**config.mk**
```make
export PLATFORM = sky130hd
export DESIGN_NAME = segment_display_sched
export DESIGN_NICKNAME = d
export VERILOG_FILES = /design/src/rtl/segment_display_sched.sv
export SDC_FILE = /design/constraint.sdc
export NUM_CORES = 1
export LEC_CHECK = 0
export ABC_AREA = 1
export BUFFER_PORTS_ARGS = -buffer_cell sky130_fd_sc_hd__buf_2
export CAP_MARGIN = 20
export CORE_UTILIZATION = 59
export CTS_CLUSTER_DIAMETER = 80
export DETAILED_ROUTE_END_ITERATION = 12
export GPL_TIMING_DRIVEN = 0
export PLACE_DENSITY = 0.8
export SYNTH_ARGS = -nofsm -noshare
export SYNTH_HDL_FRONTEND = slang
export SYNTH_SLANG_ARGS = --single-unit
```
**constraint.sdc**
```tcl
create_clock -name clk_i -period 2.15 [get_ports clk_i]
set_input_delay 0.3225 -clock clk_i [delete_from_list [all_inputs] [get_ports clk_i]]
set_output_delay 0.3225 -clock clk_i [all_outputs]
set_load 0.005 [all_outputs]
```
**src/rtl/segment_display_sched.sv**
```systemverilog
// Round-robin sharing of a two-digit seven-segment display between NUM_REQ
// requesters; the granted 8-bit value goes through a serial double-dabble BCD conversion.
module segment_display_sched #(
  parameter int NUM_REQ     = 2,
  parameter int HOLD_CYCLES = 1000000
) (
  input  logic                       clk_i,
  input  logic                       rst_i,
  input  logic [NUM_REQ-1:0]         req_i,
  input  logic [8*NUM_REQ-1:0]       val_i,
  output logic [NUM_REQ-1:0]         gnt_o,
  output logic                       busy_o,
  output logic [$clog2(NUM_REQ)-1:0] src_o,
  output logic [8:0]                 segment_led_1_o,
  output logic [8:0]                 segment_led_2_o
);

  localparam int          SW   = $clog2(NUM_REQ);
  localparam int          HW   = (HOLD_CYCLES > 1) ? $clog2(HOLD_CYCLES) : 1;
  localparam int unsigned NR_U = NUM_REQ;

  typedef enum logic [1:0] {IDLE, CONV, HOLD} state_t;

  state_t              state_q, state_d;
  logic [NUM_REQ-1:0]  gnt_q, gnt_d;
  logic                busy_q, busy_d;
  logic [SW-1:0]       src_q, src_d;
  logic [SW-1:0]       last_q, last_d;
  logic [8:0]          led1_q, led1_d;
  logic [8:0]          led2_q, led2_d;
  logic [2:0]          it_q, it_d;
  logic [7:0]          bin_q, bin_d;
  logic [9:0]          bcd_q, bcd_d;
  logic [HW-1:0]       hold_q, hold_d;

  logic          found;
  logic [SW-1:0] pick;
  logic [SW-1:0] cand;
  logic [3:0]    ones_adj, tens_adj;
  logic [17:0]   shifted;

  function automatic logic [6:0] seg7(input logic [3:0] d);
    case (d)
      4'd0:    seg7 = 7'h3f;
      4'd1:    seg7 = 7'h06;
      4'd2:    seg7 = 7'h5b;
      4'd3:    seg7 = 7'h4f;
      4'd4:    seg7 = 7'h66;
      4'd5:    seg7 = 7'h6d;
      4'd6:    seg7 = 7'h7d;
      4'd7:    seg7 = 7'h07;
      4'd8:    seg7 = 7'h7f;
      4'd9:    seg7 = 7'h6f;
      default: seg7 = 7'h00;
    endcase
  endfunction

  // First asserted request searching upward from the last grant, wrapping.
  always_comb begin
    found = 1'b0;
    pick  = '0;
    cand  = '0;
    for (int unsigned i = 1; i <= NR_U; i++) begin
      cand = SW'((32'(last_q) + i) % NR_U);
      if (!found && req_i[cand]) begin
        found = 1'b1;
        pick  = cand;
      end
    end
  end

  // One double-dabble step: correct nibbles >=5, then shift the whole {bcd,bin} left.
  always_comb begin
    ones_adj = (bcd_q[3:0] >= 4'd5) ? bcd_q[3:0] + 4'd3 : bcd_q[3:0];
    tens_adj = (bcd_q[7:4] >= 4'd5) ? bcd_q[7:4] + 4'd3 : bcd_q[7:4];
    shifted  = {bcd_q[8], tens_adj, ones_adj, bin_q, 1'b0};
  end

  always_comb begin
    state_d = state_q;
    gnt_d   = '0;
    busy_d  = busy_q;
    src_d   = src_q;
    last_d  = last_q;
    led1_d  = led1_q;
    led2_d  = led2_q;
    it_d    = it_q;
    bin_d   = bin_q;
    bcd_d   = bcd_q;
    hold_d  = hold_q;
    case (state_q)
      IDLE: begin
        if (found) begin
          gnt_d   = NUM_REQ'(1) << pick;
          bin_d   = val_i[8*pick +: 8];
          bcd_d   = '0;
          last_d  = pick;
          it_d    = '0;
          busy_d  = 1'b1;
          state_d = CONV;
        end
      end
      CONV: begin
        bin_d = shifted[7:0];
        bcd_d = shifted[17:8];
        it_d  = it_q + 3'd1;
        if (it_q == 3'd7) begin
          // Display loads straight from the final shift so no partial value is ever shown.
          led1_d  = {1'b0, (shifted[17:16] >= 2'd2), seg7(shifted[15:12])};
          led2_d  = {1'b0, (shifted[17:16] != 2'd0), seg7(shifted[11:8])};
          src_d   = last_q;
          hold_d  = HW'(HOLD_CYCLES - 1);
          state_d = HOLD;
        end
      end
      HOLD: begin
        if (hold_q == '0) begin
          busy_d  = 1'b0;
          state_d = IDLE;
        end else begin
          hold_d = hold_q - 1'b1;
        end
      end
      default: begin
        busy_d  = 1'b0;
        state_d = IDLE;
      end
    endcase
  end

  always_ff @(posedge clk_i or posedge rst_i) begin
    if (rst_i) begin
      state_q <= IDLE;
      gnt_q   <= '0;
      busy_q  <= 1'b0;
      src_q   <= '0;
      last_q  <= SW'(NUM_REQ - 1);
      led1_q  <= 9'h100;
      led2_q  <= 9'h100;
      it_q    <= '0;
      bin_q   <= '0;
      bcd_q   <= '0;
      hold_q  <= '0;
    end else begin
      state_q <= state_d;
      gnt_q   <= gnt_d;
      busy_q  <= busy_d;
      src_q   <= src_d;
      last_q  <= last_d;
      led1_q  <= led1_d;
      led2_q  <= led2_d;
      it_q    <= it_d;
      bin_q   <= bin_d;
      bcd_q   <= bcd_d;
      hold_q  <= hold_d;
    end
  end

  assign gnt_o           = gnt_q;
  assign busy_o          = busy_q;
  assign src_o           = src_q;
  assign segment_led_1_o = led1_q;
  assign segment_led_2_o = led2_q;

endmodule

```
# == Word level (Yosys, flattened, before mapping) ==
# Memories as Yosys holds them, arrays and structs flattened. A register that Yosys moved wholly into a read port is not among the register bits.
# Cells that the tools add are included.
# totals
mem_bits_rw,0
latchBits,0
mem_count,2
romBits,224
regBits,65
# classes
eq_ne,7
reduce_logical,13
shifts,2
n_mux,28
div,0
multipliers,0
n_addsub,6
magnitude_cmp,5
bitwise_logic,1
# memory_table
memory,depth,word_bits,rd,rd_ports_with_merged_regs,wr,line_no,text
(name not given),16,7,1,1,0,43,case (d)
(name not given),16,7,1,1,0,43,
# op_table
operator,n
$mux 20,2
$pmux 20 s2,1
$logic_not 20->1,1
$sub 20x1->20 const B,1
$pmux 9 s2,1
$pmux 8 s2,1
$shiftx 16x5->8,1
$mux 1,10
$mux 2,5
$mux 9,1
$reduce_and 3->1,3
$add 4x2->4 const B,2
$ge 4x3->1 const B,2
$mux 4,2
$mux 8,1
$ne 2x2->1 const B,4
$pmux 2 s3,1
$pmux 3 s2,1
$reduce_and 2->1,3
$reduce_bool 2->1,3
$lt 1x2->1 const B,2
$add 3x1->3 const B,1
$eq 3x3->1 const B,1
$mux 3,1
other kinds (10),11

# == Depth between registers and ports, before layout ==
# depth
word_depth,10
ltp_mapped,14
mapped_depth_nobuf,14

# == Worst setup path before layout ==
# OpenSTA, ideal clock, no wires.
# synth_path
path_type,flip-flop to flip-flop
start,register bcd_q[0]
end,"register led1_q[5], in the netlist segment_led_1_o[5]"
slack_ns,0.367
arrival_time_ns,1.706
setup_ns,0.077
t_required_ns,2.073
path_stages_with_launch,13
cell_sequence,dfrtp_1 > inv_1 > ha_1 > inv_1 > nand2_1 > nand3_2 > nand2_1 > inv_1 > ha_1 > nand3b_1 > nand2_1 > nand2_1 > a21oi_1
# synth_between
elab_chain_len,2
word_cells_on_any_way,3
# synth_rtl
item,line_no,text
"start, declared",33,"logic [9:0] bcd_q, bcd_d;"
"start signal, assigned",142,bcd_q <= '0;
"start signal, assigned",154,bcd_q <= bcd_d;
$add 4x2->4 / $ge 4x3->1 (equally long branches),74,ones_adj = (bcd_q[3:0] >= 4'd5) ? bcd_q[3:0] + 4'd3 : bcd_q[3:0];
$mux 4 (*),74,
"end, declared",29,"logic [8:0] led1_q, led1_d;"
# Every way passes the cells marked *; elsewhere a longest branch is shown, timed or not.
# A chain may end at the register's enable or synchronous reset.

# == Worst setup path after layout ==
# layout_path
start,register bcd_q[0]
end,"register led2_q[6], in the netlist segment_led_2_o[6]"
# layout_between
elab_chain_len,2
word_cells_on_any_way,3
# layout_rtl
item,line_no,text
$add 4x2->4 / $ge 4x3->1 (equally long branches),74,
$mux 4 (*),74,
"end, declared",30,"logic [8:0] led2_q, led2_d;"
# Marks and branches as above.

==> flow_summary.yaml <==
clocking:
  clk_path_buf_depth: 2
  cts_buffers: 9
  clkSlewWorstSetupHoldPaths_ns: 0.07
  cts-root-buf: "clkbuf_8"
  cts_tree: "done"
  cts_num_sinks: 64
  clk-insertion-delay-late_ns: 0.35
  htree_levels: 3
layout:
  post-route-util: 0.7162
  nets: 582
  fillerInstances: 492
  diodes: 0
  syn_to_final_growth_pct: 15.51
  layout-drive-gt1-share: 0.1891
  layout.cells.non_filler: 625
global_routing:
  grt_pass1_wl_um: 13620
  gr-total-overflow: 0
  grt_pass1_vias: 3112
  antenna_found_initial: 0
  grt_max_degree: 37
  grtUsageTotal: 0.2705
pwr:
  combPwrFrac: 0.027
  clock_power_share: 0.489
  p_int_uw: 1941
  p_per_area_nw_per_um2: 575.8
  ir_worst_vdd_v: 0.0004106
  p_switching_uw: 543.5
  p_leak_uw: 0.002309
  sw_frac_of_total: 0.2187
  power_frac_seq: 0.484
floorplanning:
  row_count: 28
  coreArea_um2: 6026
  dieArea_um2: 6654
  chipWidth_um: 81.58
  die_h_um: 81.58
  io_pins: 42
  initial_utilization: 0.6200
route:
  avgViaCountPerCell: 5.331
  drc: 0
  routed_wl_um: 8392
  first_pass_iters: 5
  drtIter0Drc: 263
  vias: 3332
  ant_nets: 0
  post_drt_wl_per_cell_um: 13.43
synthesis:
  async_reset_ff_frac: 1.000
  synth-edff-count: 0
  ys_warn_count: 0
  syn-instance-count: 491
  ys_types: 36
  synth.cell_area_um2: 3736
  avgSynthCellArea_um2: 7.609
  synthesis.nets: 528
  synth_ff_type: "dfrtp_1"
  synth_seq_area_share: 0.4293
  ys_ff_latch: 64
timing:
  setup-violations-final: 0
  finalHoldViolCount: 0
  fin_worst_skew_ns: 0.003649
  period_needed_ns: 2.019
  fin_hold_ws_ns: 0.1174
  worstMarginPinSlew_ns: 0.7927
  finalMaxSlewViolations: 0
  max_freq_mhz: 495.2
  final.period_utilization: 0.9392
  slew_headroom: 0.4707
place:
  gp_congestion: 0.9010
  io_buffers: 41
  hpwl_um: 5851
  dp_cells: 608
job:
  drv_cap: 0
worst_setup_path:
  r2r_cells: 12
  critPathMaxFanout: 5
  path_class: "reg -> reg"
  cp.required_ns: 2.43
  critical_path.startpoint_type: "register"
  endpoint_kind: "register"
  arrival_ns: 2.29
outcome:
  status: "finished, final reports clean"
worst_hold_path:
  hold_class: "in -> async"
routing by layer:
layer | global-route usage | wire, µm | vias to the layer above
met5 | 0 | 0 | -
met4 | 0.1246 | 233 | 0
met3 | 0.04111 | 389 | 25
met2 | 0.4650 | 4011 | 103
met1 | 0.3333 | 3757 | 1519
li1 | - | - | 1685
kinds of logic (layout without fill, tap and decap cells):
family,count (synthesis),in the layout,share of synthesized area
flip-flops,64,64,0.4293
AND/OR/NAND/NOR,274,274,0.3222
AO/OA/AOI/OAI,62,62,0.09713
adder cells (fa/ha/maj),17,17,0.05693
buffers and inverters,66,125,0.07568
XOR/XNOR,8,8,0.01875
path summary, 6_finish.rpt:
check	start	endpoint	slack, ns
hold reg to reg	segment_led_1_o[8]$_DFFE_PP1P_	segment_led_1_o[8]$_DFFE_PP1P_	0.47
setup / recovery	bcd_q[0]$_DFFE_PP0P_	segment_led_2_o[6]$_DFFE_PP0P_	0.13
min in group clk_i	val_i[0]	bin_q[0]$_DFFE_PP0P_	0.28
max in group asynchronous	rst_i	bin_q[1]$_DFFE_PP0P_	1.41
setup reg to reg	bcd_q[0]$_DFFE_PP0P_	segment_led_2_o[6]$_DFFE_PP0P_	0.13
hold / removal	rst_i	segment_led_2_o[1]$_DFFE_PP0P_	0.12
power by group through the flow:
stage / combinational (µW) / clock, µW / sequential [µW]
after floorplan: 36.6 / 0 / 1230
after global placement: 62.6 / 0 / 1230
after detailed placement: 68.9 / 0 / 1230
after CTS: 69.7 / 1220 / 1200
after global routing: 79.2 / 1270 / 1200
final: 67.0 / 1210 / 1200
placed cells by master (no fill, tap or decap), types with 6 or more instances in the layout:
master,count
a31oi_1,6
inv_1,48
nand3_1,36
nand2_1,150
nor2_1,46
o22ai_1,8
o21ai_0,23
dfrtp_1,62
nand3b_1,6
ha_1,17
clkbuf_8,11
xor2_1,7
nand4_1,6
or2_2,14
a21oi_1,12
buf_2,44
critical path, cell delays in order (launching register included):
cell      delay [ns]
dfrtp_1         0.42
inv_2           0.11
ha_1            0.16
inv_1           0.07
nand2_2         0.12
nand3_4         0.11
nand2_2         0.11
nand2_1         0.12
ha_1            0.22
nand3b_1        0.19
nand2_1         0.09
nand2_1         0.04
a21boi_0        0.16
through the flow:
| step | TNS [ns] | setup slack [ns] | power, µW | cell area (µm²) |
|---|---|---|---|---|
| after CTS | 0 | 0.01633 | 2490 | 4285 |
| after floorplan | 0 | 0.2327 | 1263 | 3736 |
| final | 0 | 0.1307 | 2485 | 4315 |
| after global routing | -0.05721 | -0.03308 | 2548 | 4315 |
| after global placement | -32.66 | -0.5298 | 1289 | 4035 |
| after detailed placement | 0 | 0.04304 | 1295 | 4055 |
repair_timing:
item,4_1_cts,5_1_grt
buffers inserted,0,1
endpoints found under the setup margin,0,8
hold buffers,0,0
resized for setup,0,9
cells in the mapped netlist (all sizes together) (7+ instances only):
cell / instances / area share
xor2: 7 / 0.016
a21oi: 12 / 0.016
o21ai: 26 / 0.037
dfrtp: 62 / 0.42
ha: 17 / 0.057
or2: 15 / 0.025
nand3: 38 / 0.052
o22ai: 8 / 0.013
inv: 53 / 0.055
nand2: 158 / 0.17
buf: 7 / 0.015
nand3b: 7 / 0.015
nor2: 50 / 0.054
final cells by class:
| class | count | area, µm² | share of cell area |
|---|---|---|---|
| plain buffers | 12 | 75.07 | 0.01740 |
| clock buffers | 11 | 151.4 | 0.03508 |
| clock inverters | 5 | 78.83 | 0.01827 |
| inverters | 54 | 207.7 | 0.04813 |
| multi-input cells | 361 | 1872 | 0.4337 |
| flip-flops and latches | 64 | 1604 | 0.3717 |
| well taps | 75 | 93.84 | 0.02175 |
| repair buffers | 43 | 232.7 | 0.05393 |
registers in the layout, summed over array words and instances (netlist names):
signal,cells
bin_q,8
it_q,3
last_q,1
hold_q,20
segment_led_2_o,8
state_q,2
segment_led_1_o,9
src_o,1
busy_o,1
bcd_q,9
gnt_o,2
No activity file was read; power rests on OpenSTA's default activity.
